File: src/rtl/tug_press_arbiter.sv
// -----------------------------------------------------------------------------
// tug_press_arbiter
//
// Turns the two players' button levels into single press events, queues up to
// MAX_PEND presses per player and issues them one at a time as rope-move
// requests over a valid/ready handshake. Simultaneous demand is granted
// round-robin.
//
// Optional build macro:
//   TUG_CANCEL_EN  when defined, a left and a right press that are both pending
//                  cancel each other instead of producing two moves.
//
// Parameters:
//   MAX_PEND    per-player pending-press capacity (1..7)
//   CNT_W       pending counter width, 2**CNT_W > MAX_PEND
//
// Ports:
//   clk         system clock, rising edge
//   reset       asynchronous, active-high reset
//   in_l, in_r  left / right button levels, synchronous to clk
//   move_ready  rope-position unit accepts the offered move
//   move_valid  a move is offered (registered)
//   move_dir    1 = pull left, 0 = pull right (registered, valid with move_valid)
//   drop_l/_r   one-cycle pulse: a press was lost because its queue was full
//   busy        offer outstanding or any press still queued (combinational)
// -----------------------------------------------------------------------------
`timescale 1ns/1ps

module tug_press_arbiter #(
    parameter int MAX_PEND = 3,
    parameter int CNT_W    = 3
) (
    input  logic clk,
    input  logic reset,
    input  logic in_l,
    input  logic in_r,
    input  logic move_ready,
    output logic move_valid,
    output logic move_dir,
    output logic drop_l,
    output logic drop_r,
    output logic busy
);

    typedef enum logic {
        IDLE  = 1'b0,
        OFFER = 1'b1
    } state_t;

    localparam logic [CNT_W-1:0] FULL = CNT_W'(MAX_PEND);

    state_t           state, state_nxt;
    logic             prev_l, prev_r;
    logic             press_l, press_r;
    logic [CNT_W-1:0] cnt_l, cnt_r;
    logic [CNT_W-1:0] cnt_l_nxt, cnt_r_nxt;
    logic             dec_l, dec_r;
    logic             lose_l, lose_r;
    logic             dir_nxt;
    logic             last_left, last_left_nxt;   // 1 = last grant went left
    logic             choose;

    // Rising-edge detect on the current input against last cycle's level.
    assign press_l = in_l & ~prev_l;
    assign press_r = in_r & ~prev_r;

    // The state register itself drives move_valid, so the output is a flop.
    assign move_valid = (state == OFFER);

    // A new grant is decided when nothing is offered, or when the current
    // offer is being accepted this cycle (back-to-back throughput).
    assign choose = (state == IDLE) | (move_valid & move_ready);

    assign busy = (state == OFFER) | (cnt_l != '0) | (cnt_r != '0);

    // -------------------------------------------------------------------------
    // Next-state / grant logic
    // -------------------------------------------------------------------------
    always_comb begin
        // NOTE: every output of this block gets a default first, so no path
        // leaves a signal unassigned and no latch is inferred.
        state_nxt     = state;
        dir_nxt       = move_dir;
        last_left_nxt = last_left;
        dec_l         = 1'b0;
        dec_r         = 1'b0;

        if (choose) begin
            if ((cnt_l != '0) && (cnt_r != '0)) begin
`ifdef TUG_CANCEL_EN
                // Opposing presses annihilate; the rope does not move.
                dec_l     = 1'b1;
                dec_r     = 1'b1;
                state_nxt = IDLE;
`else
                state_nxt = OFFER;
                if (last_left) begin
                    dec_r         = 1'b1;
                    dir_nxt       = 1'b0;
                    last_left_nxt = 1'b0;
                end else begin
                    dec_l         = 1'b1;
                    dir_nxt       = 1'b1;
                    last_left_nxt = 1'b1;
                end
`endif
            end else if (cnt_l != '0) begin
                state_nxt     = OFFER;
                dec_l         = 1'b1;
                dir_nxt       = 1'b1;
                last_left_nxt = 1'b1;
            end else if (cnt_r != '0) begin
                state_nxt     = OFFER;
                dec_r         = 1'b1;
                dir_nxt       = 1'b0;
                last_left_nxt = 1'b0;
            end else begin
                state_nxt = IDLE;
            end
        end
    end

    // -------------------------------------------------------------------------
    // Pending counters: a press into a full queue is lost only if the same
    // cycle does not also grant from that queue.
    // -------------------------------------------------------------------------
    always_comb begin
        lose_l    = press_l & (cnt_l == FULL) & ~dec_l;
        lose_r    = press_r & (cnt_r == FULL) & ~dec_r;
        cnt_l_nxt = cnt_l + CNT_W'(press_l & ~lose_l) - CNT_W'(dec_l);
        cnt_r_nxt = cnt_r + CNT_W'(press_r & ~lose_r) - CNT_W'(dec_r);
    end

    // -------------------------------------------------------------------------
    // State registers
    // -------------------------------------------------------------------------
    // NOTE: asynchronous reset so move_valid drops the instant reset rises,
    // discarding any offer in flight.
    always_ff @(posedge clk or posedge reset) begin
        if (reset) begin
            state     <= IDLE;
            move_dir  <= 1'b0;
            last_left <= 1'b0;
            prev_l    <= 1'b0;
            prev_r    <= 1'b0;
            cnt_l     <= '0;
            cnt_r     <= '0;
            drop_l    <= 1'b0;
            drop_r    <= 1'b0;
        end else begin
            // NOTE: non-blocking assignments so every register samples the
            // pre-edge values computed by the combinational blocks.
            state     <= state_nxt;
            move_dir  <= dir_nxt;
            last_left <= last_left_nxt;
            prev_l    <= in_l;
            prev_r    <= in_r;
            cnt_l     <= cnt_l_nxt;
            cnt_r     <= cnt_r_nxt;
            drop_l    <= lose_l;
            drop_r    <= lose_r;
        end
    end

endmodule

File: config.mk
export PLATFORM = sky130hd
export DESIGN_NAME = tug_press_arbiter
export DESIGN_NICKNAME = d
export VERILOG_FILES = /design/src/rtl/tug_press_arbiter.sv
export SDC_FILE = /design/constraint.sdc
export NUM_CORES = 1
export LEC_CHECK = 0
export CORE_AREA = 5 5 42 44
export CTS_BUF_LIST = sky130_fd_sc_hd__clkbuf_4
export DETAILED_ROUTE_END_ITERATION = 8
export DIE_AREA = 0 0 47 49
export PLACE_DENSITY_LB_ADDON = 0.08
export SYNTH_ARGS = -nofsm -noshare
export SYNTH_HDL_FRONTEND = slang
export SYNTH_SLANG_ARGS = --single-unit
File: constraint.sdc
create_clock -name clk -period 6.1 [get_ports clk]
set_input_delay 1.22 -clock clk [delete_from_list [all_inputs] [get_ports clk]]
set_output_delay 1.22 -clock clk [all_outputs]
set_load 0.02 [all_outputs]
==> summary.txt, run 1 <==
Placed design
  • Pre-CTS WS: 2.681 ns
  • Port bufs: 9
  • Post-DP HPWL: 798 microns
  • GP Congestion: 0.7298

Global route
  • Largest net degree at the start of global routing: 13
  • Total congestion overflow: 0
  • Global Route Usage Sum: 11.67%
  • Vias in the first global route: 419
  • Initial antenna violation count: 0
  • First-pass GRT wire length: 1842 microns

Clock tree
  • Hold-fix buffers at CTS: 0
  • # Post-CTS Setup Buffers: 0
  • CTS Sinks: 12
  • # H-tree levels: 1
  • CTS buffer count: 3
  • Root buf cell: clkbuf_4
  • Worst-skew pair later-pin latency: 0.27 ns
  • Post_cts resized: 0
  • CTS tree: built
  • Worst-case clock buffer depth: 2
  • CTS clock-pin slew for the worst setup and hold paths: 0.07 ns

Synth
  • Post-Synth Adder-Cell Area: 11.23%
  • Syn_area_per_cell: 12.07 sq um
  • Yosys reg bits: 12
  • Number of synthesized flops with an enable pin: 0
  • Count leader, synth: dfrtp_1
  • Synth Area in Compound Gates: 4.968%
  • Yosys warning count: 0
  • Most common library cells after synthesis: 12 x dfrtp_1, 5 x inv_1, 4 x xnor2_1
  • Post-Synth XOR/XNOR Area: 6.048%
  • Ys flop type: dfrtp_1
  • Multiplexer share of the synthesized area: 3.456%
  • Post-synth top area share: 51.84%
  • Post-synth top area cell: dfrtp_1
  • Distinct cells, synth: 21
  • Post-synthesis sequential area ratio: 51.84%
  • Post-Syn Instances: 48
  • Synth Net Count: 57
  • Mapped Area: 579.3 sq um
  • Simple-gate share of the synthesized area: 19.22%
  • Combinational family with the most area after synthesis: simple AND/OR/NAND/NOR gates
  • Synth area leaders: dfrtp_1 52%, fa_1 6.9%, xnor2_1 6.0%
  • Async SR Flop Fraction: 100.0%

Route
  • Initial drt markers: 4
  • WL/cell: 12.78 microns
  • Post-DRT Antenna Nets: 0
  • DRC viols: 0
  • DR vias/cell: 5.197
  • Drt pass-1 iters: 4
  • Vias: 395
  • Drt total wl: 971 microns

Status
  • Status: finished, final reports clean

Layout
  • Share of layout cells above drive strength 1: 8.333%
  • Area growth syn-to-layout: 22.89%
  • Antenna cell count: 0
  • Final nets: 71

STA
  • Final setup fails: 0
  • Slew margin rel.: 66.14%
  • Max-slew violation count: 0
  • Tmin final: 3.126 ns
  • Clk_skew: 0.004119 ns
  • Unrepaired setup endpoints after global routing: no
  • Worst hold slack: 0.4930 ns
  • Final WS setup: 2.974 ns
  • Worst-Margin Slew: 0.5040 ns
  • Tcrit/Tclk final: 51.25%
  • Final Hold Fails: 0
  • FMAX: 319.9 MHz
  • Setup TNS: 0 ns

Die
  • # IOs: 10
  • Cell Rows: 14
  • Initial Util: 41.34%
  • Die area: 2303 sq um
  • Die width: 47 microns
  • Die Span Y: 49 microns
  • Core ar.: 1401 sq um

Setup path
  • Crit path from: move_ready
  • Crit-path max FO: 3
  • Setup Crit Path Kind: input pin to flip-flop
  • R2R Path Start: cnt_r[1]
  • Worst EP arrival: 3.32 ns
  • Worst EP required: 6.29 ns
  • Startpoint types: input pin
  • Crit. End Element: flip-flop

Hold path
  • Hold_sp: cnt_l[2]
  • HP Class: flip-flop to flip-flop

Pwr
  • P per Cell Area: 451.5 nW/um^2
  • Peak supply drop: 0.1910 mV
  • Leak Pwr: 0.3138 nW

Flow run
  • Max cap viols: 0
per-stage QoR:
step / util, % / area [sq um] / std cells / total power, mW
final: 50.80 / 711.9 / 76 / 0.3214
after global routing: 50.80 / 711.9 / 76 / 0.3489
after CTS: 50.80 / 711.9 / 76 / 0.3269
after detailed placement: 49.20 / 689.4 / 73 / 0.2782
after global placement: 49.20 / 689.4 / 73 / 0.2657
after floorplan: - / 579.3 / 48 / 0.2383
power breakdown:
part / leakage [nW] / internal, mW / total [mW] / switching (mW)
clock network: 0.0138 / 0.0229 / 0.0476 / 0.0247
logic: 0.158 / 0.0717 / 0.136 / 0.0641
registers: 0.142 / 0.109 / 0.138 / 0.0287
total: 0.314 / 0.204 / 0.321 / 0.118
placed cells by master (no fill, tap or decap):
cell             synthesis  final
o211ai_1                 1      1
and4bb_1                 1      1
mux2i_1                  2      2
inv_1                    5      5
dfrtp_1                 12     12
nor2_1                   2      2
nor3_1                   2      2
nor2b_1                  2      2
o31ai_1                  1      1
and2b_2                  1      1
fa_1                     2      2
a211o_1                  1      1
nand2b_1                 1      1
nand3_1                  1      1
or3_1                    1      1
nand2_1                  2      2
xnor2_1                  4      4
ha_1                     2      2
clkdlybuf4s50_1          0      9
o21ai_0                  1      1
nand3b_1                 3      3
and4bb_2                 1      1
clkbuf_4                 0      3
worst max-delay path, cell delays in order:
cell	delay, ns
clkdlybuf4s50_1	0.47
and2b_2	0.24
a211o_1	0.31
mux2i_1	0.17
ha_1	0.16
inv_1	0.05
fa_1	0.38
xnor2_1	0.18
xnor2_1	0.14
layer usage:
| metal | track usage (%) | vias to the layer above | routed length (microns) |
|---|---|---|---|
| li1 | - | 187 | - |
| met1 | 14.58 | 192 | 405 |
| met2 | 15.38 | 11 | 446 |
| met3 | 5.166 | 5 | 80 |
| met4 | 8.295 | 0 | 39 |
| met5 | 0 | - | 0 |
cells by family after synthesis:
logic type,after synthesis
muxes,2
adders and majority gates,4
and+or+nand+nor,17
xor gates and xnor gates,4
buffers and inverters,5
AOI/OAI and AO/OA,4
DFF,12
flip-flops by register name, summed over array words and instances (netlist names):
| signal | flops |
|---|---|
| prev_r | 1 |
| move_valid | 1 |
| drop_l | 1 |
| prev_l | 1 |
| cnt_r | 3 |
| cnt_l | 3 |
| drop_r | 1 |
| move_dir | 1 |
final cells by class:
class,instances,area (sq um)
Tap cell,16,20.02
Inverter,5,18.77
Clock buffer,3,22.52
Fill cell,138,689.4
Sequential cell,12,300.3
Multi-Input combinational cell,31,260.3
Timing Repair Buffer,9,90.09
path summary, 6_finish.rpt:
path	endpoint	slack, ns	cells past startpoint
hold / removal	cnt_l[2]	0.49	1
min in group asynchronous	move_dir	1.24	2
max in group asynchronous	cnt_l[0]	4.56	2
setup / recovery	cnt_l[2]	2.97	9
hold reg to reg	cnt_l[2]	0.49	1
setup reg to reg	cnt_l[2]	3.73	8
Note: power is estimated with default switching activity, not from simulation.
==> run 2: changes to the inputs <==
- clock period: 6.1 -> 3.1 ns (I/O delays scaled with it)
==> summary.txt, run 2 (synthesis gave the netlist of run 1 again) <==
Hold path
  • HP Class: flip-flop to flip-flop

STA
  • Tmin final: 2.518 ns
  • Unrepaired setup endpoints after global routing: no
  • Clk_skew: 0.001867 ns (-0.002253 ns)
  • Setup TNS: 0 ns (unchanged)
  • Worst-Margin Slew: 0.5350 ns (+0.03108 ns)
  • Final Hold Fails: 0 (unchanged)
  • Tcrit/Tclk final: 81.24%
  • FMAX: 397.1 MHz
  • Slew margin rel.: 64.06% (-2.1 points)
  • Max-slew violation count: 0 (unchanged)
  • Final setup fails: 0 (unchanged)

Global route
  • Global Route Usage Sum: 10.67% (-1.0 points)
  • Initial antenna violation count: 0 (unchanged)
  • Largest net degree at the start of global routing: 13 (unchanged)
  • Vias in the first global route: 429 (+2.4%)
  • Total congestion overflow: 0 (unchanged)
  • First-pass GRT wire length: 1731 microns (-6.0%)

Setup path
  • Worst EP arrival: 2.72 ns (-0.60 ns)
  • Top cell by count, worst path: xnor2_1
  • Critical path cell sequence: clkdlybuf4s50_1 -> and2b_2 -> a211o_1 -> mux2i_1 -> ha_1 -> inv_1 -> fa_1 -> xnor2_1 -> xnor2_1
  • Worst EP required: 3.30 ns (-2.99 ns)
  • Crit. End Element: flip-flop
  • Worst stage delay on the critical path: 0.47 ns (about the same)
  • Slowest stage cell, crit path: clkdlybuf4s50_1
  • Setup Crit Path Kind: input pin to flip-flop
  • Startpoint types: input pin
  • Crit-path max FO: 3 (unchanged)

Layout
  • Layout fillers: 130 (-5.8%)
  • Antenna cell count: 0 (unchanged)
  • Commonest non-fill, non-tap cell in the layout: dfrtp_1
  • Area growth syn-to-layout: 22.89% (unchanged)
  • Layout Utilization: 50.80% (unchanged)
  • Commonest non-fill, non-tap cells in the layout: 12 x dfrtp_1, 9 x clkdlybuf4s50_1, 5 x inv_1, 4 x xnor2_1
  • Share of layout cells above drive strength 1: 8.333% (unchanged)
  • Largest regs: cnt_l (3), cnt_r (3)
  • Final nets: 71 (unchanged)

Route
  • WL/cell: 12.59 microns (-1.4%)
  • Vias: 389 (-1.5%)
  • Post-DRT Antenna Nets: 0 (unchanged)
  • DRC viols: 0 (unchanged)
  • Initial drt markers: 7 (+3)
  • Drt total wl: 957 microns (-1.4%)
  • DR vias/cell: 5.118 (-1.5%)
  • Drt pass-1 iters: 4 (unchanged)

Clock tree
  • Root buf cell: clkbuf_4
  • CTS Sinks: 12 (unchanged)
  • # H-tree levels: 1 (unchanged)
  • CTS buffer count: 3 (unchanged)
  • Worst-case clock buffer depth: 2 (unchanged)
  • CTS clock-pin slew for the worst setup and hold paths: 0.07 ns (about the same)
  • CTS tree: built
  • Worst-skew pair later-pin latency: 0.27 ns (about the same)
  • Post_cts resized: 0 (unchanged)
  • Hold-fix buffers at CTS: 0 (unchanged)
  • # Post-CTS Setup Buffers: 0 (unchanged)

Placed design
  • GP Congestion: 0.7285 (-0.18%)
  • Port bufs: 9 (unchanged)
  • Post-DP HPWL: 788.3 microns (-1.2%)

Pwr
  • Peak supply drop: 0.4080 mV (+110%)
  • Leak Pwr: 0.3138 nW (unchanged)
  • Sw Share: 36.20% (-0.39 points)
  • Int Power: 0.4007 mW (+97%)
  • P per Cell Area: 882.2 nW/um^2 (+95%)
  • Sequential power share: 43.3% (+0.4 points)
  • Gate power share: 42.0% (-0.3 points)
  • Psw: 0.2274 mW (+93%)
  • Clock share of power: 14.7% (about the same)

Die
  • # IOs: 10 (unchanged)
  • Core ar.: 1401 sq um (unchanged)
  • Die area: 2303 sq um (unchanged)
  • Die Span Y: 49 microns (unchanged)
  • Die width: 47 microns (unchanged)
  • Initial Util: 41.34% (unchanged)
  • Cell Rows: 14 (unchanged)

Flow run
  • Max cap viols: 0 (unchanged)

Status
  • Status: finished, final reports clean
## run 2: area by class of cell
| class | instances | area (sq um) | share of cell area (%) |
|---|---|---|---|
| timing repair buffer | 9 | 90.09 | 12.65 |
| sequential | 12 | 300.3 | 42.18 |
| tap | 16 | 20.02 | 2.812 |
| inverter | 5 | 18.77 | 2.636 |
| multi-input combinational | 31 | 260.3 | 36.56 |
| clock buffer | 3 | 22.52 | 3.163 |
## run 2: routing by layer
layer,global-route usage (%),share of wire (%)
met2,15.38,45
met4,8.295,4.4
met1,12.96,43
met3,2.583,7.9
met5,0,0
## run 2: worst paths after layout
kind / startpoint / depth (start not counted) / endpoint / slack [ns]
worst min register to register: cnt_l[2] / 1 / cnt_l[2] / 0.50
max in group asynchronous: reset / 2 / cnt_r[0] / 2.15
worst max-delay path: move_ready / 9 / cnt_l[2] / 0.58
min in group asynchronous: reset / 2 / prev_l / 0.65
worst min-delay path: cnt_l[2] / 1 / cnt_l[2] / 0.50
worst max register to register: cnt_r[1] / 8 / cnt_l[2] / 0.75
## run 2: power groups by stage
| stage | combinational (mW) | sequential (mW) | clock (mW) |
|---|---|---|---|
| after floorplan | 0.193 | 0.276 | 0 |
| after detailed placement | 0.269 | 0.277 | 0 |
| final | 0.264 | 0.272 | 0.0922 |
| after global placement | 0.254 | 0.269 | 0 |
| after global routing | 0.302 | 0.284 | 0.103 |
| after CTS | 0.272 | 0.273 | 0.0975 |
## run 2: critical path, delay by kind of cell
| family | cells | cell delay, ns |
|---|---|---|
| adders and majority gates | 2 | 0.54 |
| buffers and inverters | 2 | 0.52 |
| AOI/OAI and AO/OA | 1 | 0.31 |
| xor gates and xnor gates | 2 | 0.31 |
| and+or+nand+nor | 1 | 0.24 |
| muxes | 1 | 0.18 |
## run 2: through the flow
stage	total power, mW	setup slack (ns)	instance area [sq um]	hold WS (ns)	instances
global placement	0.5225	0.3602	689.4	0.4788	73
CTS	0.6429	0.5505	711.9	0.5102	76
global route	0.6894	0.3850	711.9	0.5363	76
floorplan	0.4689	0.8842	579.3	0.4595	48
finish	0.6280	0.5816	711.9	0.5018	76
detailed placement	0.5462	0.2701	689.4	0.5007	73
==> run 3: changes to the inputs <==
- clock period: 3.1 -> 2.6 ns (I/O delays scaled with it)
==> summary.txt, run 3 (synthesis gave the netlist of run 1 again) <==
Die
  • Initial Util: 41.34% (unchanged)
  • Cell Rows: 14 (unchanged)
  • Die Span Y: 49 microns (unchanged)
  • Die area: 2303 sq um (unchanged)
  • Die width: 47 microns (unchanged)
  • Core ar.: 1401 sq um (unchanged)
  • # IOs: 10 (unchanged)

STA
  • Final setup fails: 0 (unchanged)
  • Max-slew violation count: 0 (unchanged)
  • Unrepaired setup endpoints after global routing: no
  • Tmin final: 2.403 ns
  • FMAX: 416.2 MHz
  • Clk_skew: 0.0006189 ns (-0.001248 ns)
  • Slew margin rel.: 68.97% (+4.9 points)
  • Tcrit/Tclk final: 92.41%
  • Final Hold Fails: 0 (unchanged)
  • Worst hold slack: 0.5011 ns (-0.0007800 ns)
  • Worst-Margin Slew: 0.4649 ns (-0.07015 ns)
  • Final WS setup: 0.1973 ns (-0.3842 ns)

Setup path
  • Crit-path max FO: 2 (-1)
  • R2R depth: 8 (unchanged)
  • Setup Crit Path Kind: input pin to flip-flop
  • Startpoint types: input pin
  • Slowest stage cell, crit path: clkdlybuf4s50_1
  • Worst EP arrival: 2.60 ns (-0.12 ns)
  • R2r setup slk: 0.24 ns (-0.51 ns)
  • Crit. End Element: flip-flop
  • Worst reg2reg endpoint: cnt_l[2]
  • R2R Path Start: cnt_r[1]
  • Worst stage delay on the critical path: 0.47 ns (about the same)
  • Top cell by count, worst path: xnor2_1
  • Worst EP required: 2.79 ns (-0.51 ns)
  • WP buf/inv: 2 (unchanged)
  • Family with the most delay on the worst path: adder cells
  • Critical path cell sequence: clkdlybuf4s50_1 -> and2b_2 -> a211o_1 -> mux2i_1 -> ha_1 -> inv_1 -> fa_1 -> xnor2_1 -> xnor2_1

Clock tree
  • Post_cts resized: 0 (unchanged)
  • Worst-skew pair later-pin latency: 0.27 ns (about the same)
  • Root buf cell: clkbuf_4
  • CTS tree: built
  • # Post-CTS Setup Buffers: 0 (unchanged)
  • CTS clock-pin slew for the worst setup and hold paths: 0.07 ns (about the same)
  • Hold-fix buffers at CTS: 0 (unchanged)
  • Worst-case clock buffer depth: 2 (unchanged)
  • CTS Sinks: 12 (unchanged)
  • CTS buffer count: 3 (unchanged)
  • # H-tree levels: 1 (unchanged)

Hold path
  • HP Class: flip-flop to flip-flop
  • Worst hold endpoint: cnt_l[2]
  • Hold_sp: cnt_l[2]
  • Worst Hold Path Cells: 1 (unchanged)

Global route
  • First-pass GRT wire length: 1766 microns (+2.0%)
  • Total congestion overflow: 0 (unchanged)
  • Initial antenna violation count: 0 (unchanged)
  • Global Route Usage Sum: 10.97% (+0.30 points)
  • Largest net degree at the start of global routing: 13 (unchanged)
  • Vias in the first global route: 431 (+0.47%)

Layout
  • Multi-input logic area: 260.3 sq um (unchanged)
  • Layout fillers: 130 (unchanged)
  • Commonest non-fill, non-tap cell in the layout: dfrtp_1
  • Commonest non-fill, non-tap cells in the layout: 12 x dfrtp_1, 9 x clkdlybuf4s50_1, 5 x inv_1, 4 x xnor2_1
  • Antenna cell count: 0 (unchanged)
  • Share of layout cells above drive strength 1: 12.70% (+4.4 points)
  • Final nets: 74 (+4.2%)
  • Register Area: 300.3 sq um (unchanged)
  • Layout Utilization: 52.41% (+1.6 points)
  • Largest regs: cnt_l (3), cnt_r (3)
  • Finished Cell Area: 734.5 sq um (+3.2%)
  • Area growth syn-to-layout: 26.78%

Route
  • Drt pass-1 iters: 1 (-3)
  • DRC viols: 0 (unchanged)
  • Drt total wl: 1044 microns (+9.1%)
  • Post-DRT Antenna Nets: 0 (unchanged)
  • Initial drt markers: 0 (-7)
  • DR vias/cell: 5.139 (+0.41%)
  • WL/cell: 13.22 microns (+4.9%)
  • Vias: 406 (+4.4%)

Pwr
  • Peak supply drop: 0.4578 mV (+12%)
  • Leak Pwr: 0.3285 nW (+4.7%)
  • P per Cell Area: 1054 nW/um^2 (+19%)

Placed design
  • GP Congestion: 0.7331 (+0.63%)
  • Cell Area, Placed: 711.9 sq um (+3.3%)
  • Port bufs: 9 (unchanged)
  • Post-DP HPWL: 831.2 microns (+5.4%)
  • Pre-CTS WS: -0.1070 ns (-0.3771 ns)

Flow run
  • Max cap viols: 0 (unchanged)

Status
  • Status: finished, final reports clean
==> run 3: cell count changes in the layout (fill, tap and decap cells not counted) <==
cell	before	now
buf_4	0	3
==> run 3: area by class of cell <==
type,instances,share of cell area (%)
repair buffers,12,15.33
clock buffers,3,3.066
well taps,16,2.726
flip-flops and latches,12,40.89
multi-input cells,31,35.43
inverters,5,2.555
==> run 3: worst reg2reg max path, stage by stage, from the launching register on <==
cell	delay [ns]
dfrtp_1	0.44
or3_1	0.42
a211o_1	0.33
mux2i_1	0.18
ha_1	0.17
inv_1	0.05
fa_1	0.37
xnor2_1	0.18
xnor2_1	0.14
==> run 3: where the power goes <==
part | switching (mW) | leakage (nW) | total [mW] | internal, mW
Sequential | 0.0677 | 0.142 | 0.324 | 0.256
Combinational | 0.155 | 0.173 | 0.340 | 0.185
Clock | 0.0565 | 0.0138 | 0.110 | 0.0536
==> run 3: worst max path at each step <==
stage	end	depth (start not counted)	start
final	cnt_l[2]	9	move_ready
after global routing	cnt_l[2]	9	move_ready
after CTS	cnt_l[2]	9	move_ready
after detailed placement	cnt_l[2]	9	move_ready
after global placement	cnt_l[2]	9	move_ready
after floorplan	cnt_l[2]	8	cnt_r[1]
==> run 3: metrics by stage <==
step	setup TNS [ns]	power, mW	instances
6_report	0	0.7740	79
5_1_grt	0	0.8432	79
4_1_cts	0	0.7898	79
3_5_place_dp	-0.1070	0.6754	76
3_3_place_gp	-0.02138	0.6417	76
2_1_floorplan	0	0.5590	48
==> run 3: per-layer routing <==
layer  GRT usage (%)  share of wire (%)  wire length, microns
met4           5.530                1.8                    19
met2           17.19                 52                   544
met1           12.33                 39                   403
met3           4.428                7.4                    77
met5               0                  0                     0
